### src/rtl/psubsb_seq.sv
// Sequential packed saturating subtract of four signed 4-bit lanes, one lane per cycle.
// Optional per-lane saturation flags are enabled with `define PSUBSB_SATFLAGS_EN.
module psubsb_seq (
  input  logic        clk,
  input  logic        rst_n,
  input  logic        start,
  input  logic [15:0] A,
  input  logic [15:0] B,
  output logic        busy,
  output logic        done,
  output logic [15:0] Diff
`ifdef PSUBSB_SATFLAGS_EN
  ,
  output logic [3:0]  sat_flags
`endif
);

  typedef enum logic [1:0] {IDLE, CALC, DONE} state_t;

  state_t      state;
  logic [1:0]  lane;
  logic [15:0] a_reg;
  logic [15:0] b_reg;

  logic [3:0]  a_lane;
  logic [3:0]  b_lane;
  logic [3:0]  raw;
  logic        ovf;
  logic [3:0]  res;

  // Shared lane subtractor: overflow only possible when operand signs differ.
  always_comb begin
    a_lane = a_reg[{lane, 2'b00} +: 4];
    b_lane = b_reg[{lane, 2'b00} +: 4];
    raw    = a_lane - b_lane;
    ovf    = (a_lane[3] ^ b_lane[3]) & (raw[3] ^ a_lane[3]);
    res    = ovf ? (a_lane[3] ? 4'b1000 : 4'b0111) : raw;
  end

  always_ff @(posedge clk or negedge rst_n) begin
    if (!rst_n) begin
      state <= IDLE;
      lane  <= 2'd0;
      a_reg <= 16'h0000;
      b_reg <= 16'h0000;
      Diff  <= 16'h0000;
      busy  <= 1'b0;
      done  <= 1'b0;
`ifdef PSUBSB_SATFLAGS_EN
      sat_flags <= 4'h0;
`endif
    end else begin
      case (state)
        IDLE: begin
          done <= 1'b0;
          if (start) begin
            a_reg <= A;
            b_reg <= B;
            lane  <= 2'd0;
            busy  <= 1'b1;
            state <= CALC;
`ifdef PSUBSB_SATFLAGS_EN
            sat_flags <= 4'h0;
`endif
          end
        end
        CALC: begin
          Diff[{lane, 2'b00} +: 4] <= res;
`ifdef PSUBSB_SATFLAGS_EN
          if (ovf) sat_flags[lane] <= 1'b1;
`endif
          // Counter wraps 3->0 exactly on the edge that leaves CALC.
          lane <= lane + 2'd1;
          if (lane == 2'd3) begin
            state <= DONE;
            done  <= 1'b1;
          end
        end
        DONE: begin
          done  <= 1'b0;
          busy  <= 1'b0;
          state <= IDLE;
        end
        default: begin
          state <= IDLE;
          busy  <= 1'b0;
          done  <= 1'b0;
        end
      endcase
    end
  end

endmodule
### config.mk
export PLATFORM = sky130hd
export DESIGN_NAME = psubsb_seq
export DESIGN_NICKNAME = d
export VERILOG_FILES = /design/src/rtl/psubsb_seq.sv
export SDC_FILE = /design/constraint.sdc
export NUM_CORES = 1
export LEC_CHECK = 0
export CORE_MARGIN = 10
export CORE_UTILIZATION = 50
export CTS_BUF_LIST = sky130_fd_sc_hd__clkbuf_8 sky130_fd_sc_hd__clkbuf_16
export CTS_CLUSTER_SIZE = 28
export DETAILED_ROUTE_END_ITERATION = 6
export PLACE_DENSITY = 0.83
export RECOVER_POWER = 25
export SYNTH_ARGS = -nofsm -noshare
export SYNTH_HDL_FRONTEND = slang
export SYNTH_SLANG_ARGS = --single-unit
### constraint.sdc
create_clock -name clk -period 3.25 [get_ports clk]
set_clock_uncertainty 0.1 [all_clocks]
set_input_delay 0.65 -clock clk [delete_from_list [all_inputs] [get_ports clk]]
set_output_delay 0.65 -clock clk [all_outputs]
set_load 0.1 [all_outputs]
Yosys cells after proc, flatten, opt, wreduce, memory -nomap -nowiden
Cells that the tools add are included.
{ "word_totals": {"mem_bits_ro": 0, "ramBits": 0, "input_bits": 35, "reg_bits": 54, "latch_bits": 0, "wordCells": 40, "memories": 0, "output_inout_bits": 18} }
{ "classes": {"shifts": 4, "n_mux": 12, "n_addsub": 3, "reduce_logical": 6, "eq_ne": 4, "div_mod_pow": 0, "order_cmp": 0, "bitwise_logic": 4, "n_mul": 0} }
{ "op_table": {"columns": ["operator", "count"], "rows": [
  ["16-bit by 5-bit indexed part select with 4-bit output", 2],
  ["16-bit bitwise mux", 1],
  ["4-bit by 6-bit variable shift with 16-bit output (first input constant)", 1],
  ["4-bit by 6-bit indexed part select with 16-bit output", 1],
  ["4-bit 2-to-1 mux", 2],
  ["2-bit one-hot mux with 2 select lines", 2],
  ["2-bit AND reduction", 4],
  ["2-bit 2-to-1 mux", 3],
  ["4-bit negator with 6-bit output", 1],
  ["2-bit inequality test (second input constant)", 2],
  ["4-bit subtractor", 1],
  ["1-bit 2-to-1 mux", 3],
  ["2-bit by 1-bit adder with 2-bit output (second input constant)", 1],
  ["2-bit by 1-bit == test with 1-bit output (second input constant)", 1],
  ["2-bit == test (second input constant)", 1],
  ["2-bit zero test", 1],
  ["1-bit one-hot mux with 2 select lines", 1],
  ["2-bit nonzero test", 1],
  ["1-bit XOR", 2],
  ["1-bit bitwise AND", 1],
  ["1-bit NOT", 1]
]} }

Depth between registers and ports, before layout
{ "logic_depth": {"ltp_word": 7, "mapped_depth": 11, "depth_no_buf": 9} }

Worst setup path before layout
No wires, ideal clock.
{ "synth_timing": {"path_type": "register to register", "from": "reg lane[0]", "to": "reg Diff[10]", "arrival_ps": 2790, "setup_time_ps": 95, "period_less_slack_ps": 2986, "slack_ps": 264, "t_required_ps": 3055, "n_path_buf": 2, "stages_incl_launch_ff": 9, "path_cell_list": "dfrtp_1 buf_2 mux4_2 ha_1 a21o_1 a21oi_1 fa_1 clkbuf_1 o31ai_1"} }
{ "synth_via": {"elab_chain_len": 7, "elab_cells_between_ends": 12, "classes_between": "2 x add/sub; 4 x shift; 3 x mux; 3 x bitwise"} }
{ "synth_lines": {"columns": ["item", "line_no", "text"], "rows": [
  ["start, declared", "21", "logic [1:0] lane;"],
  ["start signal, assigned", "73", "lane <= lane + 2'd1;"],
  ["16-bit by 5-bit indexed part select with 4-bit output (on tied branches)", "33, 34", null],
  ["4-bit subtractor", "35", "raw = a_lane - b_lane;"],
  ["1-bit XOR", "36", "ovf = (a_lane[3] ^ b_lane[3]) & (raw[3] ^ a_lane[3]);"],
  ["1-bit bitwise AND", "36", null],
  ["4-bit 2-to-1 mux", "37", "res = ovf ? (a_lane[3] ? 4'b1000 : 4'b0111) : raw;"],
  ["4-bit by 6-bit indexed part select with 16-bit output", "68", "Diff[{lane, 2'b00} +: 4] <= res;"],
  ["16-bit bitwise mux *", "68", null],
  ["end signal, assigned by index", "68", null],
  ["end, declared", "11", "output logic [15:0] Diff"]
]} }
Every way passes the cells marked *; elsewhere a longest branch is shown, timed or not.
A chain may end at the register's enable or synchronous reset.

Final worst setup path
{ "layout_timing": {"from": "reg lane[0]", "to": "reg Diff[13]"} }
Same word-level chain as after synthesis.

==> impl_metrics.env <==
export IMPL_min_path_type="reg -> reg"
export IMPL_max_freq_ghz=0.3401
export IMPL_hold_buffers=0
export IMPL_postSynthAreaPerCell_sq_um=13.55
export IMPL_crit_path_max_fanout=12
export IMPL_drcViolationCount=0
export IMPL_grt_antenna_before_repair=0
export IMPL_max_slew_margin_pct=21.65
export IMPL_wire_per_inst_um=17.60
export IMPL_netlist_area_sq_mm=0.002589
export IMPL_reg2reg_depth=8
export IMPL_end_kind="flop"
export IMPL_start_util_pct=51.01
export IMPL_drive_above_1_share_pct=16.26
export IMPL_crit_type="reg -> reg"
export IMPL_grtUsageTotal_pct=13.62
export IMPL_cts_max_level=2
export IMPL_overflow=0
export IMPL_core_area_sq_mm=0.005075
export IMPL_finalSetupViolCount=0
export IMPL_wirelength_mm=5.563
export IMPL_path_clk_slew_ps=90
export IMPL_ys_ff_latch=54
export IMPL_diodes=0
export IMPL_syn_instance_count=191
export IMPL_ctsRootBufferMaster="clkbuf_8"
export IMPL_nNetsFinal=290
export IMPL_startpoint_type="flop"
export IMPL_cts_buffers=5
export IMPL_multi_input_area_sq_mm=0.001159
export IMPL_clk_latency_ps=300
export IMPL_clock_sinks=54
export IMPL_die_area_sq_mm=0.008456
export IMPL_met2_length_mm=2.674
export IMPL_ant_nets=0
export IMPL_fp_dieH_um=91.96
export IMPL_period_share_pct=90.47
export IMPL_r2r_setup_slack_ps=310
export IMPL_first_global_vias=1912
export IMPL_synth_seq_area_share_pct=52.20
export IMPL_cp_required_ps=3360
export IMPL_drt_iter0_markers=125
export IMPL_layout_common_cells="dfrtp_1, clkdlybuf4s50_1, mux2_1"
export IMPL_yosysWarnings=0
export IMPL_finalMaxSlewViolations=0
export IMPL_portBuffers=52
export IMPL_min_path_cells=1
export IMPL_routed_top_layer="met4"
export IMPL_num_vias=1779
export IMPL_status="complete, no violations"
export IMPL_vias_per_cell=5.630
export IMPL_ioPinCount=53
export IMPL_rsz0062_at_grt="no"
export IMPL_die_w_um=91.96
export IMPL_hold_violations=0
export IMPL_crit_arrival_ps=3050
export IMPL_rows=26
export IMPL_m1WireLength_mm=2.394
export IMPL_worst_pin_slew_ps=1175
export IMPL_tns_ps=0
export IMPL_synth_net_count=236
export IMPL_filler_cell_count=431
export IMPL_grt_start_max_net_pins=34
export IMPL_first_pass_iters=4
export IMPL_holdWs_ps=391.4
export IMPL_ys_types=34
export IMPL_seq_area_sq_mm=0.001353
export IMPL_place_hpwl_mm=4.362
export IMPL_cts_tree="done"
export IMPL_finalCriticalPeriod_ps=2940
export IMPL_syn_to_final_growth_pct=24.89
export IMPL_post_route_util_pct=63.71
export IMPL_final_common_cell="dfrtp_1"
export IMPL_grt_first_pass_wirelength_mm=9.453
export IMPL_cap_violations=0
export IMPL_wl_met3_um=412
export IMPL_cts_buffer_depth=2
export IMPL_gp_congestion=0.8736
==> repair_timing <==
| action | 4_1_cts | 5_1_grt |
|---|---|---|
| buffers inserted | 0 | 0 |
| gates resized for setup | 0 | 1 |
| setup endpoints to repair | 0 | 2 |
==> per-layer routing <==
metal | vias up | GRT usage, %
li1 | 818 | -
met1 | 886 | 16.32
met2 | 66 | 22.71
met3 | 9 | 4.645
met4 | 0 | 3.985
met5 | - | 0
==> final timing paths <==
kind	startpoint	endpoint
worst max-delay path	lane[0]	Diff[13]
worst min-delay path	a_reg[8]	a_reg[8]
worst max register to register	lane[0]	Diff[13]
worst min register to register	a_reg[8]	a_reg[8]
max in group asynchronous	rst_n	lane[0]
min in group asynchronous	rst_n	Diff[11]
==> cells in the mapped netlist <==
cell	n	area share (%)
ha_1	8	3.9
inv_2	1	0.14
a22o_1	4	1.4
or4b_1	1	0.39
mux4_2	8	7.0
o31ai_1	8	2.3
nand3_1	1	0.19
nand2b_4	1	0.53
mux2_1	32	14
nand4_1	2	0.48
a221o_1	1	0.39
nor2b_1	3	0.73
mux2i_1	1	0.39
o21ai_0	1	0.19
xor2_1	1	0.34
nand3b_1	1	0.29
and3_1	2	0.48
clkbuf_1	2	0.29
and4_1	2	0.68
nor3b_2	1	0.48
buf_2	5	0.97
a21o_1	5	1.5
fa_1	2	1.5
dfrtp_1	54	52
inv_1	10	1.5
nand2_1	8	1.2
buf_6	1	0.43
o21ai_1	2	0.39
a21oi_1	1	0.19
nor2_1	9	1.3
a32oi_1	8	2.7
a32o_1	3	1.2
nor4b_1	1	0.34
nor3b_1	1	0.29
==> critical path: stages, from the launching register on <==
cell	delay [ps]
dfrtp_2	480
buf_12	160
mux4_2	490
inv_1	110
ha_1	230
a21o_1	170
a21oi_1	180
fa_1	600
o31ai_1	320
==> stage by stage <==
stage	setup WS [ps]	cells	instance area [sq um]
floorplan	264.1	191	2589
global placement	304.7	308	3144
detailed placement	205.4	308	3144
CTS	192.4	316	3236
global route	91.24	316	3233
finish	309.9	316	3233
==> cell families after synthesis <==
logic type | Yosys count | share of synthesized area (%)
adder cells (fa/ha/maj) | 10 | 5.413
AND/OR/NAND/NOR | 33 | 7.346
AO/OA/AOI/OAI | 33 | 10.15
buffers and inverters | 19 | 3.287
multiplexers | 41 | 21.27
XOR/XNOR | 1 | 0.3384
flip-flops | 54 | 52.20
==> layout make-up <==
class | instances | share of cell area, %
flip-flops and latches | 54 | 41.83
multi-input cells | 118 | 35.84
repair buffers | 55 | 15.52
well taps | 70 | 2.709
clock buffers | 6 | 2.554
inverters | 11 | 1.277
clock inverters | 2 | 0.2709
Power is not shown: default switching activity piles up to over one toggle a cycle in this logic, so the estimate is an artifact.
